## src/rtl/riscv_trace_buffer.sv

```systemverilog
// ---------------------------------------------------------------------------
// riscv_trace_buffer
//   Captures one {PC, Instruction} record per traced core cycle into a record
//   FIFO and streams each record to a host as three 32-bit words over a
//   valid/ready port: PC[31:0], PC[63:32], Instruction (last word flagged).
//
// Parameters
//   DEPTH   record FIFO depth (power of two, >= 2)
//   DROP_W  width of the saturating dropped-record counter
//
// Ports
//   clk          clock, all state updates on the rising edge
//   reset        asynchronous active-low reset
//   trace_en     global capture enable
//   trace_valid  core presents a record this cycle
//   trace_pc     64-bit PC of the traced instruction
//   trace_instr  32-bit instruction word
//   clear        synchronous flush (FIFO, drop counter, serialiser)
//   out_valid    out_data carries a valid word
//   out_ready    host accepts the word when out_valid & out_ready
//   out_data     serialised 32-bit word
//   out_last     high on the final word of a record
//   level        records held in the FIFO (excludes record being sent)
//   full         level == DEPTH
//   drop_count   records lost to a full FIFO, saturating
// ---------------------------------------------------------------------------
module riscv_trace_buffer #(
    parameter int unsigned DEPTH  = 16,
    parameter int unsigned DROP_W = 16
) (
    input  logic                     clk,
    input  logic                     reset,
    input  logic                     trace_en,
    input  logic                     trace_valid,
    input  logic [63:0]              trace_pc,
    input  logic [31:0]              trace_instr,
    input  logic                     clear,
    output logic                     out_valid,
    input  logic                     out_ready,
    output logic [31:0]              out_data,
    output logic                     out_last,
    output logic [$clog2(DEPTH):0]   level,
    output logic                     full,
    output logic [DROP_W-1:0]        drop_count
);

    localparam int unsigned AW = $clog2(DEPTH);

    typedef enum logic [1:0] {
        S_IDLE,
        S_W0,
        S_W1,
        S_W2
    } state_e;

    state_e            state_q, state_d;
    logic [AW:0]       wr_ptr_q, wr_ptr_d;
    logic [AW:0]       rd_ptr_q, rd_ptr_d;
    logic [95:0]       mem_q [DEPTH];
    logic [95:0]       hold_q, hold_d;
    logic [DROP_W-1:0] drop_q, drop_d;

    logic [AW:0]       level_w;
    logic              full_w;
    logic              empty_w;
    logic              pop;
    logic              req;
    logic              push;
    logic              drop_inc;

    // Pointers carry an extra wrap bit so full and empty are distinguishable.
    assign level_w = wr_ptr_q - rd_ptr_q;
    assign empty_w = (wr_ptr_q == rd_ptr_q);
    assign full_w  = (wr_ptr_q[AW] != rd_ptr_q[AW]) &&
                     (wr_ptr_q[AW-1:0] == rd_ptr_q[AW-1:0]);

    // ------------------------------------------------------------------
    // Serialiser FSM
    // ------------------------------------------------------------------
    always_ff @(posedge clk or negedge reset) begin
        if (!reset) begin
            state_q <= S_IDLE;
        end else begin
            state_q <= state_d;
        end
    end

    always_comb begin
        state_d = state_q;
        pop     = 1'b0;
        unique case (state_q)
            S_IDLE: begin
                if (!empty_w) begin
                    pop     = 1'b1;
                    state_d = S_W0;
                end
            end
            S_W0: begin
                if (out_ready) state_d = S_W1;
            end
            S_W1: begin
                if (out_ready) state_d = S_W2;
            end
            S_W2: begin
                if (out_ready) begin
                    // Reload on the same edge so records stream without a bubble.
                    if (!empty_w) begin
                        pop     = 1'b1;
                        state_d = S_W0;
                    end else begin
                        state_d = S_IDLE;
                    end
                end
            end
            default: state_d = S_IDLE;
        endcase
        if (clear) begin
            state_d = S_IDLE;
            pop     = 1'b0;
        end
    end

    always_comb begin
        out_data = '0;
        out_last = 1'b0;
        unique case (state_q)
            S_W0:    out_data = hold_q[63:32];
            S_W1:    out_data = hold_q[95:64];
            S_W2: begin
                out_data = hold_q[31:0];
                out_last = 1'b1;
            end
            default: out_data = '0;
        endcase
    end

    assign out_valid = (state_q != S_IDLE);

    // ------------------------------------------------------------------
    // FIFO bookkeeping and drop counter
    // ------------------------------------------------------------------
    assign req = trace_en & trace_valid;
    // A pop on the same edge frees the slot, so a push at full still lands.
    assign push     = req & (~full_w | pop) & ~clear;
    assign drop_inc = req & full_w & ~pop & ~clear;

    always_comb begin
        wr_ptr_d = wr_ptr_q + (AW+1)'(push);
        rd_ptr_d = rd_ptr_q + (AW+1)'(pop);
        hold_d   = pop ? mem_q[rd_ptr_q[AW-1:0]] : hold_q;
        drop_d   = drop_q;
        if (drop_inc && (drop_q != '1)) begin
            drop_d = drop_q + DROP_W'(1);
        end
        if (clear) begin
            wr_ptr_d = '0;
            rd_ptr_d = '0;
            drop_d   = '0;
        end
    end

    always_ff @(posedge clk or negedge reset) begin
        if (!reset) begin
            wr_ptr_q <= '0;
            rd_ptr_q <= '0;
            hold_q   <= '0;
            drop_q   <= '0;
        end else begin
            wr_ptr_q <= wr_ptr_d;
            rd_ptr_q <= rd_ptr_d;
            hold_q   <= hold_d;
            drop_q   <= drop_d;
        end
    end

    // Storage has no reset; validity is tracked by the pointers alone.
    always_ff @(posedge clk) begin
        if (push) begin
            mem_q[wr_ptr_q[AW-1:0]] <= {trace_pc, trace_instr};
        end
    end

    assign level      = level_w;
    assign full       = full_w;
    assign drop_count = drop_q;

endmodule

```

## config.mk

```make
export PLATFORM = sky130hd
export DESIGN_NAME = riscv_trace_buffer
export DESIGN_NICKNAME = d
export VERILOG_FILES = /design/src/rtl/riscv_trace_buffer.sv
export SDC_FILE = /design/constraint.sdc
export NUM_CORES = 1
export LEC_CHECK = 0
export CAP_MARGIN = 0
export CORE_ASPECT_RATIO = 1.2
export CORE_UTILIZATION = 35
export CTS_CLUSTER_SIZE = 14
export DETAILED_ROUTE_END_ITERATION = 16
export GPL_ROUTABILITY_DRIVEN = 1
export PLACE_DENSITY_LB_ADDON = 0.2
export SKIP_CTS_REPAIR_TIMING = 1
export SYNTH_ARGS = -nofsm -noshare
export SYNTH_HDL_FRONTEND = slang
export SYNTH_SLANG_ARGS = --single-unit
export TNS_END_PERCENT = 50
```

## constraint.sdc

```tcl
create_clock -name clk -period 11.1 [get_ports clk]
set_input_delay 2.22 -clock clk [delete_from_list [all_inputs] [get_ports clk]]
set_output_delay 2.22 -clock clk [all_outputs]
set_load 0.02 [all_outputs]
```

==> metrics.md, run 1 <==
| Metric | Value |
|---|---|
| Die Area | 182000 sq um |
| Share of layout cells above drive strength 1 | 0.217 |
| Setup TNS Final | 0 ps |
| Critical Path Start Type | flop |
| Most frequent cell after synthesis | edfxtp_1 |
| WL met2 | 79100 microns |
| Clock Tree Buf Depth | 3 |
| Slew headroom | 0.165 |
| Hold_sp | drop_count[9] |
| DRC violations left | 0 |
| Critical Path Fanout Max | 20 |
| Synth Net Count | 3166 |
| Max-cap check violation count | 0 |
| Initial DRC count | 2696 |
| Synth Area in XOR/XNOR | 0.00262 |
| GP Congestion | 0.752 |
| Endpoints failing setup | 0 |
| Initial antenna violation count | 29 |
| Buffers on Ports | 157 |
| Post-Syn Instances | 3049 |
| Pleak | 22.7 nW |
| Crit path kind | flop to primary output |
| Area grow syn2layout | 16.1% |
| Rows | 170 |
| Avg Inst Size Synth | 20.7 sq um |
| Synth Area in Compound Gates | 0.0356 |
| Required @ worst endpoint | 8880 ps |
| WL met3 | 12800 microns |
| Total grt overflow | 0 |
| Chip Width | 389 microns |
| Largest net degree at the start of global routing | 195 |
| Crit path capture type | primary output |
| Clk_lat worst skew | 810 ps |
| Hold/Removal Path Class | flop to flop |
| Max IR drop VDD | 0.123 mV |
| Mux contribution to synthesized area | 0.138 |
| Netlist cell types | 48 |
| Ys flop type | edfxtp_1 |
| Initial core utilization | 0.352 |
| Clk sinks | 1660 |
| Cell taking the most area after synthesis | edfxtp_1 |
| Share of the synthesized area in the top cell type | 0.732 |
| Via/cell ratio | 5.34 |
| Synth Area in Adders | 0.00310 |
| Run status | finished clean |
| Async S/R FF share, synth | 0.0747 |
| CP arrival | 3850 ps |
| Total GRT Usage | 0.184 |
| Seq cells post-synth | 1660 |
| RSZ-0062 raised after global routing | no |
| Post-route cell area | 73200 sq um |
| Power Density | 196 nW/um^2 |
| DP Area | 67600 sq um |
| Timing-limited maximum frequency | 0.165 GHz |
| Hold path cells | 2 |
| Post-route ant nets | 0 |
| Synthesis Warnings | 0 |
| Root Driver | clkbuf_16 |
| DR top layer | met5 |
| Vias in the first global route | 32100 |
| Core region area | 179000 sq um |
| WL per Instance | 28.6 microns |
| EDFF count, synth | 1536 |
| Largest family of logic cells by synthesized area | multiplexers |
| Largest cells by area after synthesis | edfxtp_1 (73%), mux4_2 (14%), dfrtp_1 (4.9%) |
| I/O pin count | 158 |
| Worst reg-to-reg setup slack | 5450 ps |
| HPWL Detailed | 94000 microns |
| H-tree depth | 4 |
| Drt first pass iters | 6 |
| Met1 WL | 70100 microns |
| TritonCTS Buffers | 172 |
| Worst R2R End | mem_q[2][57] |
| Worst R2R Start | rd_ptr_q[2] |
| Synth Cell Area | 63000 sq um |
| Register area share after synthesis | 0.781 |
| Final slew viol count | 0 |
| Power, Total | 0.0144 W |
| WL final | 166000 microns |
| Pin slew with the least headroom to its limit | 1250 ps |
| CTS tree | yes |
| Post-Synth Simple-Gate Area | 0.0270 |
| Clock transition at path regs | 60 ps |
| Total Nets Final | 3382 |
| Vias | 31100 |
| Synth cell count leaders | edfxtp_1 (1536), mux4_2 (384), nand2_1 (296) |
| Worst reg-to-reg path cell count | 9 |
| Die height | 467 microns |
| First-pass GRT wire length | 238000 microns |
| Period utilization | 0.547 |
| Final min period | 6070 ps |
| Fin. Hold Viols | 0 |
| Worst Hold End | drop_count[9] |
| Max Clock Skew | 35.3 ps |
## report_power, final
group	total, W	internal, W	switching [W]
registers	0.00737	0.00703	0.000344
logic	0.00129	0.000573	0.000712
clock network	0.00570	0.00330	0.00240
total	0.0144	0.0109	0.00346
## through the flow
stage,cells,hold slack (ps),worst slack (ps),utilization
final,5824,585,5030,0.409
after CTS,5821,586,5050,0.409
after detailed placement,5499,573,4290,0.378
after floorplan,3049,533,748,-
after global placement,5499,554,4300,0.378
after global routing,5822,605,4800,0.409
## registers in the layout, indices dropped and copies added (netlist names)
name,count
drop_count,16
rd_ptr_q,5
mem_q,1536
wr_ptr_q,5
hold_q,96
state_q,2
## cell families after synthesis
logic type,after synthesis
multiplexers,390
AND/OR/NAND/NOR,421
XOR/XNOR,18
flip-flops,1660
buffers and inverters,196
adder cells (fa/ha/maj),15
AO/OA/AOI/OAI,349
## worst max-delay path by stage
stage	startpoint	to	slack [ps]	cells past startpoint
after global placement	clear	mem_q[6][73]	4300	8
after detailed placement	clear	mem_q[6][75]	4290	8
after floorplan	clear	mem_q[3][0]	750	5
final	state_q[0]	out_data[31]	5030	5
after global routing	clear	mem_q[2][57]	4800	8
after CTS	rd_ptr_q[2]	level[4]	5050	6
## layout by cell type (no fill, tap or decap), types with 8 or more instances in the layout
cell             instances
clkbuf_1                47
dfrtp_1                121
clkbuf_16              175
clkinv_2                24
a222oi_1                32
nor2b_1                  8
nor2_4                  12
clkdlybuf4s50_1        156
nand2_1                293
nor2_1                  59
buf_4                   62
clkinv_1                23
clkbuf_8                23
xnor2_1                 14
inv_6                    8
edfxtp_1              1536
mux4_2                 384
o22ai_1                192
ha_1                    10
inv_1                   15
bufinv_16               10
a21oi_1                102
nand3_1                 15
## per-layer routing
layer	GRT usage	up-vias
li1	-	13100
met1	0.246	16800
met2	0.292	945
met3	0.0530	251
met4	0.0514	36
met5	0	-
## critical path: stages (launching register included)
cell and delay, ps:
dfrtp_1 440, ha_2 420, buf_4 370, a222oi_1 1120, nor2_1 80, clkdlybuf4s50_1 580
## layout make-up
cell class                      count  area (sq um)
Timing Repair Buffer              222          2100
Sequential cell                  1660         49200
Antenna cell                        3          7.51
Fill cell                       15800        106000
Clock inverter                     77           748
Inverter                           16          65.1
Multi-Input combinational cell   1193         13200
Tap cell                         2408          3010
Clock buffer                      245          4870
No activity file was read; power rests on OpenSTA's default activity.
==> run 2, diff against run 1 <==
Clock period 11.1 ns to 5.6 ns, I/O delays scaled along.
==> run 2 against run 1 <==
  * Sequential share of layout area down 0.31 points
  * Largest power group unchanged
  * Final cell count hardly changed
  * Via count grew 0.28%
  * Critical path type unchanged
  * Worst hold slack got worse by 300 ps
  * Sequential cell count did not move
  * Register-to-register slack got worse by 4400 ps
  * First-iteration DRC count is 20% higher
==> metrics.md, run 2 (same netlist as run 1, synthesis figures left out) <==
| Metric | Value |
|---|---|
| Chip Width | 389 microns |
| Via/cell ratio | 5.35 |
| Largest net degree at the start of global routing | 145 |
| Pin slew with the least headroom to its limit | 1230 ps |
| Pleak | 22.7 nW |
| PnR worst setup slack | 597 ps |
| DRC violations left | 0 |
| Post-route ant nets | 0 |
| Max IR drop VDD | 0.270 mV |
| Hold/Removal Path Class | input pin to async pin |
| Setup TNS Final | 0 ps |
| WL per Instance | 29.1 microns |
| Core region area | 179000 sq um |
| Final min period | 5000 ps |
| Endpoints failing setup | 0 |
| Slew headroom | 0.179 |
| Most common cell after layout, fill and taps aside | edfxtp_1 |
| RSZ-0062 raised after global routing | no |
| Die Area | 182000 sq um |
| Period utilization | 0.893 |
| Clk_lat worst skew | 840 ps |
| Rows | 170 |
| Crit path kind | flop to primary output |
| Most frequent cells in the layout | edfxtp_1 (1536), mux4_2 (384), nand2_1 (293) |
| Vias | 31200 |
| Power, Total | 0.0284 W |
| WL final | 170000 microns |
| Clock Tree Buf Depth | 3 |
| CP arrival | 3880 ps |
| Max-cap check violation count | 0 |
| TritonCTS Buffers | 170 |
| Share of layout cells above drive strength 1 | 0.214 |
| Total grt overflow | 0 |
| CTS tree | yes |
| Area grow syn2layout | 16.7% |
| HPWL Detailed | 97400 microns |
| Setup WS pre-CTS | 701 ps |
| Buffers on Ports | 157 |
| Drt first pass iters | 6 |
| Initial DRC count | 3247 |
| Root Driver | clkbuf_16 |
| Crit path capture type | primary output |
| Run status | finished clean |
| I/O pin count | 158 |
| Die height | 467 microns |
| Max Clock Skew | 39.1 ps |
| # fillers | 15700 |
| Fin. Hold Viols | 0 |
| Timing-limited maximum frequency | 0.200 GHz |
| Final hold slack | 284 ps |
| H-tree depth | 4 |
| Initial antenna violation count | 26 |
| Vias in the first global route | 31500 |
| GP Congestion | 0.745 |
| Critical Path Fanout Max | 33 |
| Clk sinks | 1660 |
| Clock transition at path regs | 70 ps |
| Critical Path Start Type | flop |
| Required @ worst endpoint | 4480 ps |
| First-pass GRT wire length | 240000 microns |
| Initial core utilization | 0.352 |
| Total GRT Usage | 0.187 |
| Power Density | 386 nW/um^2 |
| Total Nets Final | 3381 |
| Largest register FFs | 1536 |
| Final slew viol count | 0 |
run 2: cell types whose count changed in the layout (fill, tap and decap cells not counted), sizes merged:
cell,previous run,this run
clkinv,55,73
clkbuf,245,228
diode,3,9
clkinvlp,5,3
buf,66,67
bufinv,10,9
inv,23,22
run 2: layout make-up:
type / count / area, sq um / share of cell area
diodes: 9 / 22.5 / 0.000306
clock buffers: 228 / 4590 / 0.0624
clock inverters: 91 / 942 / 0.0128
inverters: 16 / 65.1 / 0.000885
multi-input cells: 1193 / 13200 / 0.179
flip-flops and latches: 1660 / 49200 / 0.669
well taps: 2408 / 3010 / 0.0410
repair buffers: 223 / 2480 / 0.0337
run 2: critical path, cell delays in order, from the launching register on:
cell             delay [ps]
dfrtp_1                 440
inv_1                   140
ha_2                    990
a222oi_1                590
nor2_1                  220
clkdlybuf4s50_1         630
run 2: where the power goes:
group | total (W) | switching [W] | internal, W
Clock | 0.0111 | 0.00489 | 0.00626
Sequential | 0.0146 | 0.000716 | 0.0139
Combinational | 0.00262 | 0.00148 | 0.00113
run 2: path summary, 6_finish.rpt:
path	startpoint	endpoint	slack, ps	depth (start not counted)
max	state_q[0]	out_data[11]	600	5
min reg2reg	hold_q[8]	hold_q[8]	580	2
max in group asynchronous	reset	hold_q[62]	4200	2
min	reset	drop_count[8]	280	1
max reg2reg	rd_ptr_q[2]	mem_q[11][23]	1050	8
min in group clk	hold_q[8]	hold_q[8]	580	2
run 2: through the flow:
stage / cells / cell area, sq um / util
6_report: 5828 / 73500 / 0.411
5_1_grt: 5820 / 73500 / 0.411
4_1_cts: 5819 / 73500 / 0.411
3_5_place_dp: 5500 / 68000 / 0.380
3_3_place_gp: 5500 / 68000 / 0.380
2_1_floorplan: 3049 / 63100 / -
run 2: per-layer routing:
metal	vias to the layer above	wire length [microns]	global-route usage
li1	13100	-	-
met1	16800	74400	0.264
met2	1019	78700	0.288
met3	227	12100	0.0441
met4	22	4380	0.0549
met5	-	134	0
